## src/rtl/fifo_push_arbiter_pkg.sv

```systemverilog
// Shared types and helpers for the FIFO push arbiter.
// Arbiter state encoding, grant counter width, one-hot decode.
package fifo_arb_pkg;

    typedef enum logic {
        ARB_IDLE,
        ARB_HOLD
    } arb_state_e;

    localparam int GNT_CNT_W = 16;

    // Index of the set bit of a one-hot vector (up to 32 requesters).
    function automatic logic [4:0] onehot2idx(input logic [31:0] oh);
        logic [4:0] idx;
        idx = '0;
        for (int i = 0; i < 32; i++) begin
            if (oh[i]) idx = idx | 5'(i);
        end
        return idx;
    endfunction

endpackage

```

## src/rtl/fifo_push_arbiter_if.sv

```systemverilog
// Producer-side request bundle and FIFO push port of the arbiter.
// master: arbiter side; slave: producers/FIFO side.
interface fifo_push_arbiter_if #(
    parameter int NUM_REQ = 4,
    parameter int DATA_W  = 1
);
    logic [NUM_REQ-1:0]        req_i;
    logic [NUM_REQ*DATA_W-1:0] req_data_i;
    logic [NUM_REQ-1:0]        gnt_o;
    logic                      fifo_full_i;
    logic                      fifo_push_o;
    logic [DATA_W-1:0]         fifo_push_data_o;
    logic                      busy_o;

    modport master (
        input  req_i,
        input  req_data_i,
        input  fifo_full_i,
        output gnt_o,
        output fifo_push_o,
        output fifo_push_data_o,
        output busy_o
    );

    modport slave (
        output req_i,
        output req_data_i,
        output fifo_full_i,
        input  gnt_o,
        input  fifo_push_o,
        input  fifo_push_data_o,
        input  busy_o
    );
endinterface

```

## src/rtl/fifo_push_arbiter_rr_prio_pick.sv

```systemverilog
// Rotating-priority picker: first set req at or after ptr, wrapping.
// Ports: req, ptr in; one-hot gnt, binary idx, vld out.
module rr_prio_pick #(
    parameter int NUM_REQ = 4,
    parameter int PW      = $clog2(NUM_REQ)
) (
    input  logic [NUM_REQ-1:0] req,
    input  logic [PW-1:0]      ptr,
    output logic [NUM_REQ-1:0] gnt,
    output logic [PW-1:0]      idx,
    output logic               vld
);
    logic [NUM_REQ-1:0] rot;
    logic [PW-1:0]      k;
    logic [PW:0]        sum;

    always_comb begin
        // Rotate so ptr lands on bit 0, find first set, rotate back.
        rot = NUM_REQ'({req, req} >> ptr);
        vld = |req;
        k   = '0;
        for (int i = NUM_REQ - 1; i >= 0; i--) begin
            if (rot[i]) k = PW'(i);
        end
        sum = {1'b0, k} + {1'b0, ptr};
        if (sum >= (PW + 1)'(NUM_REQ)) sum = sum - (PW + 1)'(NUM_REQ);
        idx = sum[PW-1:0];
        gnt = '0;
        if (vld) gnt[idx] = 1'b1;
    end
endmodule

```

## src/rtl/fifo_push_arbiter.sv

```systemverilog
// Round-robin arbiter sharing one FIFO push port among NUM_REQ producers,
// with burst hold up to BURST_LEN pushes per grant.
// Ports: clk, reset (async active-low), bus (fifo_push_arbiter_if.master).
// Optional: ARB_GNT_CNT_EN adds gnt_cnt_o, saturating per-producer counters.
module fifo_push_arbiter
    import fifo_arb_pkg::*;
#(
    parameter int NUM_REQ   = 4,
    parameter int DATA_W    = 1,
    parameter int BURST_LEN = 2
) (
    input  logic                  clk,
    input  logic                  reset,
    fifo_push_arbiter_if.master   bus
`ifdef ARB_GNT_CNT_EN
    ,
    output logic [GNT_CNT_W-1:0]  gnt_cnt_o [NUM_REQ]
`endif
);
    localparam int PW = $clog2(NUM_REQ);
    localparam int CW = $clog2(BURST_LEN + 1);

    arb_state_e         state;
    logic [PW-1:0]      prio_ptr;
    logic [PW-1:0]      owner;
    logic [CW-1:0]      beat_cnt;

    logic [NUM_REQ-1:0] pick_gnt;
    logic [PW-1:0]      pick_idx;
    logic               pick_vld;
    logic               hold_keep;
    logic [NUM_REQ-1:0] gnt;
    logic               push;
    logic [PW-1:0]      gnt_idx;
    logic [PW-1:0]      ptr_next;

    rr_prio_pick #(
        .NUM_REQ (NUM_REQ)
    ) u_pick (
        .req (bus.req_i),
        .ptr (prio_ptr),
        .gnt (pick_gnt),
        .idx (pick_idx),
        .vld (pick_vld)
    );

    // Owner keeps the port while it still requests; once it drops,
    // the picker arbitrates in the same cycle.
    assign hold_keep = (state == ARB_HOLD) && bus.req_i[owner];

    always_comb begin
        gnt = '0;
        if (!bus.fifo_full_i) begin
            if (hold_keep) gnt[owner] = 1'b1;
            else if (pick_vld) gnt = pick_gnt;
        end
        if (!reset) gnt = '0;
    end

    assign push    = |gnt;
    assign gnt_idx = PW'(onehot2idx(32'(gnt)));

    always_comb begin
        bus.fifo_push_data_o = '0;
        if (push) begin
            bus.fifo_push_data_o = bus.req_data_i[gnt_idx*DATA_W +: DATA_W];
        end
    end

    assign bus.gnt_o       = gnt;
    assign bus.fifo_push_o = push;
    assign bus.busy_o      = (state == ARB_HOLD) && reset;

    assign ptr_next = (pick_idx == PW'(NUM_REQ - 1)) ? '0 : pick_idx + PW'(1);

    always_ff @(posedge clk or negedge reset) begin
        if (!reset) begin
            state    <= ARB_IDLE;
            prio_ptr <= '0;
            owner    <= '0;
            beat_cnt <= '0;
        end else if (hold_keep) begin
            // Full stalls the burst with count and owner frozen.
            if (!bus.fifo_full_i) begin
                if (beat_cnt == CW'(BURST_LEN - 1)) begin
                    state    <= ARB_IDLE;
                    beat_cnt <= '0;
                end else begin
                    beat_cnt <= beat_cnt + CW'(1);
                end
            end
        end else if (push) begin
            owner    <= pick_idx;
            prio_ptr <= ptr_next;
            if (BURST_LEN > 1) begin
                state    <= ARB_HOLD;
                beat_cnt <= CW'(1);
            end else begin
                state    <= ARB_IDLE;
                beat_cnt <= '0;
            end
        end else begin
            state    <= ARB_IDLE;
            beat_cnt <= '0;
        end
    end

`ifdef ARB_GNT_CNT_EN
    logic [GNT_CNT_W-1:0] cnt_q [NUM_REQ];

    always_ff @(posedge clk or negedge reset) begin
        if (!reset) begin
            for (int i = 0; i < NUM_REQ; i++) cnt_q[i] <= '0;
        end else begin
            for (int i = 0; i < NUM_REQ; i++) begin
                if (gnt[i] && (cnt_q[i] != '1)) cnt_q[i] <= cnt_q[i] + GNT_CNT_W'(1);
            end
        end
    end

    assign gnt_cnt_o = cnt_q;
`endif

endmodule

```

## src/flat_wrapper.sv

```systemverilog
// flat-port wrapper written by rule: the top's interface ports become plain ports
module fifo_push_arbiter_flat import fifo_arb_pkg::*;
#(
    parameter int NUM_REQ   = 4,
    parameter int DATA_W    = 1,
    parameter int BURST_LEN = 2
)
  (clk, reset, bus_req_i, bus_req_data_i, bus_fifo_full_i, bus_gnt_o, bus_fifo_push_o, bus_fifo_push_data_o, bus_busy_o);
  fifo_push_arbiter_if #(.NUM_REQ(NUM_REQ), .DATA_W(DATA_W)) bus_i ();
  input  logic clk;
  input  logic reset;
  input wire logic [$bits(bus_i.req_i)-1:0] bus_req_i;
  input wire logic [$bits(bus_i.req_data_i)-1:0] bus_req_data_i;
  input wire logic [$bits(bus_i.fifo_full_i)-1:0] bus_fifo_full_i;
  output wire logic [$bits(bus_i.gnt_o)-1:0] bus_gnt_o;
  output wire logic [$bits(bus_i.fifo_push_o)-1:0] bus_fifo_push_o;
  output wire logic [$bits(bus_i.fifo_push_data_o)-1:0] bus_fifo_push_data_o;
  output wire logic [$bits(bus_i.busy_o)-1:0] bus_busy_o;
  assign bus_i.req_i = bus_req_i;
  assign bus_i.req_data_i = bus_req_data_i;
  assign bus_i.fifo_full_i = bus_fifo_full_i;
  assign bus_gnt_o = bus_i.gnt_o;
  assign bus_fifo_push_o = bus_i.fifo_push_o;
  assign bus_fifo_push_data_o = bus_i.fifo_push_data_o;
  assign bus_busy_o = bus_i.busy_o;
  fifo_push_arbiter #(.NUM_REQ(NUM_REQ), .DATA_W(DATA_W), .BURST_LEN(BURST_LEN)) u_core (.clk(clk), .reset(reset), .bus(bus_i));
endmodule
```

## config.mk

```make
export PLATFORM = sky130hd
export DESIGN_NAME = fifo_push_arbiter_flat
export DESIGN_NICKNAME = d
export VERILOG_FILES = /design/src/rtl/fifo_push_arbiter_pkg.sv /design/src/rtl/fifo_push_arbiter_if.sv /design/src/rtl/fifo_push_arbiter_rr_prio_pick.sv /design/src/rtl/fifo_push_arbiter.sv /design/src/flat_wrapper.sv
export SDC_FILE = /design/constraint.sdc
export NUM_CORES = 1
export LEC_CHECK = 0
export CAP_MARGIN = 20
export CORE_UTILIZATION = 25
export DETAILED_ROUTE_END_ITERATION = 8
export PLACE_DENSITY = 0.48
export SLEW_MARGIN = 15
export SYNTH_ARGS = -nofsm -noshare
export SYNTH_HDL_FRONTEND = slang
export SYNTH_SLANG_ARGS = --single-unit
```

## constraint.sdc

```tcl
create_clock -name clk -period 3.7 [get_ports clk]
set_input_delay 0.74 -clock clk [delete_from_list [all_inputs] [get_ports clk]]
set_output_delay 0.74 -clock clk [all_outputs]
set_load 0.005 [all_outputs]
```

==> out/qor.yml, run 1 <==
status: "complete, but fails checks"
violations: "setup timing"
io_pins: 18
ys_types: 39
cts.clk_slew.worst_paths_ps: 60
area_growth_pct: 72.4
slew_viol_final: 0
critical-path-top-delay-family: "compound AO/OA/AOI/OAI gates"
cts_hold_buffers: 0
reg2regPathDepth: 14
fin_crit_ps: 3770
firstDrtPassIters: 2
dieWidth_um: 61.0
leakagePower_nw: 0.721
grt_pass1_wl_um: 3790
antenna_found_initial: 0
period_share_pct: 102
hold_path_end: "u_core.beat_cnt[1]"
clock_latency_ps: 250
final_cell_area_mm2: 0.00150
fin_worst_skew_ps: 3.30
overflow: 0
synth_top_cells_by_area: "dfrtp_1, mux2_4, mux2i_1"
ys_ff_latch: 7
slew_headroom_pct: 78.4
hold_path.class: "flop to flop"
gp_congestion: 0.770
worstSetupPathType: "primary input to output pin"
placementRows: 21
tightestPinTransition_ps: 324
worstReg2RegStart: "u_core.prio_ptr[0]"
ant_nets: 0
grt_max_degree: 10
cts_buffers: 3
clockBufferDepth: 2
drc: 0
cts_tree: "done"
fin_util_pct: 44.9
cts_root_buffer: "clkbuf_4"
drive_gt1_share_pct: 53.9
cp_max_fo: 4
critPathLaunchType: "primary input"
fin_nets: 169
placed_cell_area_mm2: 0.00129
grtUsageTotal_pct: 14.0
power.density_mw_per_mm2: 876
synthDominantCellAreaShare_pct: 20.1
start_util_pct: 26.1
vdd_drop_max_v: 0.000258
drt-vias-per-instance: 4.44
syn_area_um2: 870
drt-initial-drc-count: 17
core-area_mm2: 0.00334
crit_path_top_delay_cell: "a221o_1"
holdCritStartpoint: "u_core.beat_cnt[1]"
die_h_um: 61.0
cts_sinks: 7
yosys_warnings: 0
htree_num_levels: 1
grt_pass1_vias: 840
holdPathStages: 2
cp_num_buf_inv: 4
wl_per_cell_um: 11.8
yosysSeqAreaShare_pct: 20.1
critPathCaptureType: "output pin"
r2r_setup_slack_ps: 810
holdWs_ps: 503
clock.fmax_mhz: 265
fin_ws_ps: -74.1
via_count: 888
drt-total-wl_um: 2350
cpPeakStageDelay_ps: 330
synthCells: 98
worstReg2RegEnd: "u_core.prio_ptr[0]"
critPathLaunch: "bus_req_i[1]"
place_ws_ps: -1060
cap_violations: 0
hold_violations: 0
synth_area_leader_cell: "dfrtp_1"
diodes: 0
synth_fp_nets: 112
port_buffers: 17
setup_violations: 2
dieArea_mm2: 0.00372
path_cells: "buf_8, a221o_1, nand2_1, o221ai_2, ha_2, xor2_2, xnor2_2, inv_2, ha_4, nand3_2, mux2i_2, a21oi_1, and4b_2, buf_6, a211oi_2, buf_2"
syn_avg_cell_area_um2: 8.87
dp.final_hpwl_um: 1790
rsz0062_at_grt: "true"
arrival_ps: 3030
instances_no_fill: 200
post-place-cells: 186
cp.required_ps: 2960
[tightest hold or removal path, cell delays in order, from the launching register on]
cell and delay (ps):
dfrtp_1 370, nand2_1 60, nor2_1 30
[cell usage in the layout, fill, tap and decap left out, drive strengths merged, types with 4 or more instances in the layout]
cell           count
clkdlybuf4s50      8
mux2i              6
nand2             12
nor2              12
a21oi              4
mux2               5
dfrtp              7
buf               46
inv                5
[synthesized netlist by cell type, drive strengths merged]
cell    instances
nor2           12
and2            3
o311ai          1
nand3b          1
inv             5
ha              3
and4            1
buf             4
nand4b          1
a211o           1
o221ai          2
and4b           1
dfrtp           7
a31oi           1
nor3            2
o31a            1
nand2b          3
clkbuf          1
nor2b           2
a221oi          1
mux2            5
a21oi           4
a211oi          2
xor2            2
nand2          12
xnor2           1
o211ai          2
nor3b           1
o21ai           2
mux2i           6
o21bai          1
and3            2
nand3           3
a221o           1
or2             1
[layer usage]
layer	share of wire, %	up-vias	routed length, um	GRT usage [%]
li1	-	461	-	-
met5	0	-	0	0
met4	0.34	0	8	2.60
met2	50	19	1180	25.1
met1	44	406	1040	16.7
met3	5.4	2	127	3.84
[cell type report]
type,instances,area [um2]
fillers,343,1840
multi-input cells,81,739
repair buffers,57,480
flip-flops and latches,7,175
well taps,46,57.6
clock buffers,3,22.5
inverters,5,18.8
clock inverters,1,5.00
[cell families after synthesis]
logic type | Yosys count | synth area share (%)
multiplexers | 11 | 15.5
buffers and inverters | 10 | 6.19
XOR/XNOR | 3 | 3.89
flip-flops | 7 | 20.1
AND/OR/NAND/NOR | 45 | 30.1
AO/OA/AOI/OAI | 19 | 19.9
adder cells (fa/ha/maj) | 3 | 4.32
[through the flow]
stage,power (mW),TNS (ps)
floorplan,0.666,0
global placement,1.00,-3980
detailed placement,1.01,-4160
CTS,1.23,-194
global route,1.42,-393
finish,1.31,-134
[report_power, final]
part | switching, mW | internal, mW | leakage, nW
Combinational | 0.452 | 0.631 | 0.617
Sequential | 0.0493 | 0.110 | 0.0870
Clock | 0.0317 | 0.0397 | 0.0177
[worst max path at each step]
stage	slack, ps	end	cells after the start
finish	-70	bus_fifo_push_data_o	16
global route	-200	bus_fifo_push_data_o	16
CTS	-190	bus_fifo_push_data_o	13
detailed placement	-1060	bus_fifo_push_data_o	16
global placement	-1020	bus_fifo_push_data_o	16
floorplan	20	bus_fifo_push_data_o	14
[sequential cells by signal, summed over array words and instances, names as in the netlist]
register / count
u_core.beat_cnt: 2
u_core.owner: 2
u_core.prio_ptr: 2
u_core.state: 1
[what timing repair did]
action / 4_1_cts / 5_1_grt
cloned: 0 / 0
pin swaps: 11 / 9
gates resized for setup: 45 / 16
setup endpoints to repair: 6 / 4
buffers inserted: 5 / 5
(Power assumes the default switching activity.)
==> run 2, diff against run 1 <==
SKIP_CTS_REPAIR_TIMING = 1   (was unset)
==> run 2 against run 1 <==
Net effect:
- the flow still finishes with violations (setup timing)
- worst hold slack improved by 2.4 ps
- combinational power decreased by 6%
- global-route usage fell by 1.1 points
- highest routed layer unchanged
- first-iteration DRC count is 5.9% higher
- non-clock buffer count is 5 lower
- critical path type unchanged
- routed wire length shrank 1.6%
- critical endpoint unchanged
- power is 5.4% lower
- final area decreased by 4.1%
- via count decreased by 0.34%
==> out/qor.yml, run 2 (same netlist as run 1, synthesis figures left out) <==
status: "complete, but fails checks"
violations: "setup timing"
hold_violations: 0  # unchanged
setup_violations: 2  # unchanged
layout_common_cells: "buf_4, nand2_1, nor2_1"
critPathCaptureType: "output pin"
die_h_um: 61.0  # unchanged
final_common_cell: "buf_4"
fin_util_pct: 43.1  # -1.8 points
met1_length_um: 1030  # -0.96%
dieWidth_um: 61.0  # unchanged
leakagePower_nw: 0.746  # +3.4%
routed-wl-met3_um: 121  # -4.7%
clockBufferDepth: 2  # unchanged
reg_top3: "u_core.beat_cnt: 2 flops, u_core.owner: 2 flops, u_core.prio_ptr: 2 flops"
via_count: 885  # -0.34%
worstSetupPathType: "primary input to output pin"
slew_viol_final: 0  # unchanged
fin_worst_skew_ps: 1.17  # -2.13 ps
clock_latency_ps: 250  # about the same
fin_nets: 164  # -3.0%
fin_crit_ps: 3910  # +135 ps
cts_buffers: 3  # unchanged
hold_path.class: "flop to flop"
topRoutingLayerUsed: "met4"
fillCellCount: 355  # +3.5%
reg2regPathDepth: 17  # +3
cap_violations: 0  # unchanged
switching_share_pct: 40.9  # +0.35 points
critPathLaunchType: "primary input"
cts_root_buffer: "clkbuf_4"
drc: 0  # unchanged
seq_power_share_pct: 12.7  # +0.6 points
vdd_drop_max_v: 0.000240  # -6.9%
gp_congestion: 0.770  # unchanged
fin_ws_ps: -209  # -135 ps
path_cells: "buf_8, a221o_1, nand2_1, o221ai_2, ha_2, xor2_2, xnor2_2, inv_2, ha_4, nand3_2, mux2i_2, a21oi_1, and4b_2, buf_6, a211oi_2, buf_2"
drive_gt1_share_pct: 47.0  # -6.9 points
crit_path_top_delay_cell: "a221o_1"
core-area_mm2: 0.00334  # unchanged
start_util_pct: 26.1  # unchanged
placementRows: 21  # unchanged
drt-initial-drc-count: 18  # +1
wl_met2_um: 1160  # -2.0%
power.internal_mw: 0.734  # -5.9%
wl_per_cell_um: 11.9  # +0.95%
r2r_setup_slack_ps: 820  # about the same
cts_tree: "done"
cts.clk_slew.worst_paths_ps: 50  # about the same
cp_num_buf_inv: 4  # unchanged
dieArea_mm2: 0.00372  # unchanged
arrival_ps: 3170  # +140 ps
htree_num_levels: 1  # unchanged
port_buffers: 17  # unchanged
period_share_pct: 106  # +3.6 points
p_sw_mw: 0.508  # -4.5%
fin_total_pwr_mw: 1.24  # -5.4%
area_growth_pct: 65.3
grtUsageTotal_pct: 12.9  # -1.1 points
grt_max_degree: 10  # unchanged
cpPeakStageDelay_ps: 330  # about the same
rsz0062_at_grt: "true"
drt-vias-per-instance: 4.54  # +2.2%
antenna_found_initial: 0  # unchanged
critical-path-top-delay-family: "compound AO/OA/AOI/OAI gates"
cp_max_fo: 4  # unchanged
cp.required_ps: 2960  # about the same
drt-total-wl_um: 2320  # -1.6%
ant_nets: 0  # unchanged
clkPwrFrac_pct: 5.6  # +0.2 points
dp.final_hpwl_um: 1790  # unchanged
comb_power_share_pct: 81.7  # -0.7 points
grt_pass1_vias: 793  # -5.6%
diodes: 0  # unchanged
worstReg2RegStart: "u_core.prio_ptr[0]"
cts_sinks: 7  # unchanged
firstDrtPassIters: 4  # +2
holdPathStages: 2  # unchanged
grt_pass1_wl_um: 3520  # -7.1%
overflow: 0  # unchanged
worstReg2RegEnd: "u_core.state"
critPathLaunch: "bus_req_i[1]"
holdCritStartpoint: "u_core.beat_cnt[1]"
tightestPinTransition_ps: 318  # -6.08 ps
clock.fmax_mhz: 256  # -3.4%
place_ws_ps: -1060  # unchanged
slew_headroom_pct: 78.8  # +0.41 points
power.density_mw_per_mm2: 864  # -1.3%
io_pins: 18  # unchanged
hold_path_end: "u_core.beat_cnt[1]"
[run 2: cell type report]
type	instances	area, um2	share of cell area [%]
Sequential cell	7	175	12.2
Timing Repair Buffer	52	450	31.3
Multi-Input combinational cell	81	708	49.3
Inverter	5	18.8	1.31
Tap cell	46	57.6	4.00
Clock buffer	3	22.5	1.57
Clock inverter	1	5.00	0.348
[run 2: metrics by stage]
| stage | hold slack (ps) | std cells | area, um2 | TNS [ps] |
|---|---|---|---|---|
| floorplan | 444 | 98 | 877 | 0 |
| global placement | 485 | 186 | 1290 | -3980 |
| detailed placement | 497 | 186 | 1290 | -4160 |
| CTS | 509 | 190 | 1320 | -4170 |
| global route | 528 | 195 | 1440 | -586 |
| finish | 506 | 195 | 1440 | -292 |
[run 2: power groups by stage]
stage	sequential [mW]	clock, mW	combinational, mW
2_1_floorplan	0.120	0	0.545
3_3_place_gp	0.158	0	0.844
3_5_place_dp	0.157	0	0.855
4_1_cts	0.157	0.0738	0.856
5_1_grt	0.162	0.0784	1.11
6_report	0.157	0.0701	1.01
[run 2: worst register-to-register path: stages (launching register included)]
cell and delay [ps]:
dfrtp_1 420, buf_4 160, nand2b_1 130, o221ai_1 160
nand2_1 90, o221ai_2 70, ha_2 220, xor2_2 220
xnor2_2 110, inv_2 110, ha_4 150, nand3_2 70
mux2i_2 200, a21oi_1 70, and4b_2 240, buf_4 140
buf_4 120, a21oi_1 120
[run 2: worst max-delay path by stage]
stage	end	slack (ps)	cells after the start
final	bus_fifo_push_data_o	-210	16
after global routing	bus_fifo_push_data_o	-340	16
after CTS	bus_fifo_push_data_o	-1060	16
after detailed placement	bus_fifo_push_data_o	-1060	16
after global placement	bus_fifo_push_data_o	-1020	16
after floorplan	bus_fifo_push_data_o	20	14
[run 2: layer usage]
metal / track usage (%) / up-vias
li1: - / 455
met1: 16.5 / 409
met2: 21.2 / 19
met3: 3.84 / 2
met4: 3.57 / 0
met5: 0 / -
==> patch (settings of run 1) <==
`BURST_LEN` is set to 2 in 2 places; all go to 4.
--- a/src/rtl/fifo_push_arbiter.sv
+++ b/src/rtl/fifo_push_arbiter.sv
@@ -7,7 +7,7 @@
 #(
     parameter int NUM_REQ   = 4,
     parameter int DATA_W    = 1,
-    parameter int BURST_LEN = 2
+    parameter int BURST_LEN = 4
 ) (
     input  logic                  clk,
     input  logic                  reset,
--- a/src/flat_wrapper.sv
+++ b/src/flat_wrapper.sv
@@ -3,7 +3,7 @@
 #(
     parameter int NUM_REQ   = 4,
     parameter int DATA_W    = 1,
-    parameter int BURST_LEN = 2
+    parameter int BURST_LEN = 4
 )
   (clk, reset, bus_req_i, bus_req_data_i, bus_fifo_full_i, bus_gnt_o, bus_fifo_push_o, bus_fifo_push_data_o, bus_busy_o);
   fifo_push_arbiter_if #(.NUM_REQ(NUM_REQ), .DATA_W(DATA_W)) bus_i ();
Function: changed (a bounded check fails within 4 cycles, from zero or initial values and one cycle with reset low).
==> patch against run 1 <==
The run ends with design-rule violations, negative setup slack left. Fmax fell by 1.6%. Synthesized area fell by 13%. Synthesized cell count fell by 6.1%. Sequential cell count rose by 1. Power fell by 32%. Cell area fell by 17%. Count of clock-buffer cells in the layout did not move. First-iteration DRC count rose by 5.9%. Die area fell by 12%. Worst setup slack got worse by 60 ps. Wire length fell by 12%.
==> patch: results (changes against run 1) <==
- Gate Count Post-Synth: 92 (was 98)
- Layout clock area frac: 0.01804 (was 0.01836)
- Synth top area cells: dfrtp_1, ha_1, nor3b_1 (was dfrtp_1, mux2_4, mux2i_1)
- Count of multi-input gates: 75 (was 81)
- Hold Crit Start: u_core.beat_cnt[2]$_DFFE_PN0P_ (was u_core.beat_cnt[1]$_DFFE_PN0P_)
- Slowest stage delay, CP: 260 ps (was 330 ps)
- Vias/cell: 4.947 (was 4.440)
- Finished Layout Cells: 169 (was 200)
- Worst vdd ir: 0.3370 mV (was 0.2581 mV)
- Capturing point of the worst reg2reg path: u_core.beat_cnt[0]$_DFFE_PN0P_ (was u_core.prio_ptr[0]$_DFFE_PN0P_)
- Fin nets: 155 (was 169)
- Mux contribution to synthesized area: 0.05931 (was 0.1554)
- Syn Nets: 107 (was 112)
- Placer Congestion: 0.8154 (was 0.7696)
- Violated checks: design-rule violations, negative setup slack (was negative setup slack)
- Worst EP arrival: 3090 ps (was 3030 ps)
- GRT met2 Usage: 0.2252 (was 0.2512)
- FF-to-FF path depth: 17 (was 14)
- Filler Cells Inserted: 282 (was 343)
- Global Route met1 Usage: 0.1977 (was 0.1673)
- Final setup violation count: 2 (unchanged)
- Layout cells sized above 1: 0.4203 (was 0.5390)
- Final setup margin: -134.4 ps (was -74.06 ps)
- Synth unique cells: 37 (was 39)
- Number of global-route vias before repair: 835 (was 840)
- Static Leakage: 0.0005915 uW (was 0.0007213 uW)
- Post-synthesis sequential area ratio: 0.2636 (was 0.2014)
- Internal reg-to-reg setup slack: 600 ps (was 810 ps)
- Most frequent cells after synthesis: dfrtp_1, nor2_1 (was nand2_1, nor2_1, dfrtp_1, mux2i_1)
- DRT iter0 DRCs: 18 (was 17)
- Worst setup path startpoint: bus_req_i[0] (was bus_req_i[1])
- Post_cts resized: 44 (was 45)
- Relative slew margins: 0.8186 (was 0.7836)
- Buffer share of cell area: 0.3106 (was 0.3205)
- Worst r2r src: u_core.prio_ptr[1]$_DFFE_PN0P_ (was u_core.prio_ptr[0]$_DFFE_PN0P_)
- Buffers outside the clock class: 47 (was 57)
- GR met3 Demand/Resource: 0.02041 (was 0.03838)
- Clock buffers: 3 (unchanged)
- Sequential cell area share: 0.1603 (was 0.1169)
- Hold Path Sink: u_core.beat_cnt[2]$_DFFE_PN0P_ (was u_core.beat_cnt[1]$_DFFE_PN0P_)
- FF+latch count, synth: 8 (was 7)
- Routed wire length per instance: 12.22 microns (was 11.77 microns)
- Setup TNS: -181.1 ps (was -133.7 ps)
- Synth Area in Compound Gates: 0.2273 (was 0.1986)
- Xor-xnor portion of the synthesized cell area: 0.01153 (was 0.03885)
- First-pass GRT wire length: 3629 microns (was 3788 microns)
- Post-CTS Setup Bufs: 1 (was 5)
- Total Die Area: 0.003262 sq mm (was 0.003718 sq mm)
- DRC errors left: 2 (was 0)
- CTS max path bufs: 2 (unchanged)
- Slowest-stage cell, CP: mux2_2 (was a221o_1)
- Adder-cell share of the synthesized area: 0.06590 (was 0.04317)
- Clock Skew: 1.782 ps (was 3.300 ps)
- Status: complete, but fails checks (unchanged)
-- patch: changes by cell type after synthesis, moves of 3 or more --
cell and delta:
mux2_4 -5, nand2_1 -7, mux2i_1 -6, nor3b_1 +4
o21ai_1 +3, o31ai_1 +3, nor3_1 +3, nor2_1 -4
-- patch: stage by stage --
step	utilization	worst slack [ps]	hold slack, ps	total power [uW]	area, sq um
floorplan	-	55.40	444.4	440.9	759.5
global placement	0.4112	-985.8	505.8	737.7	1154
detailed placement	0.4112	-1050	512.0	736.9	1154
CTS	0.4402	-135.5	519.2	879.7	1235
global route	0.4451	-298.0	540.4	971.2	1249
finish	0.4451	-134.4	518.3	886.3	1249
-- patch: per-layer routing --
layer  vias up  routed length, microns
li1        435                       -
met1       393                    1022
met2         8                    1001
met3         0                      42
met4         0                       0
met5         -                       0
-- patch: report_power, final --
group          internal (uW)  switching [uW]  leakage [uW]
combinational            372             288      0.000477
sequential               123            41.5      0.000101
clock                   36.8            25.1     0.0000138
total                    532             354      0.000591
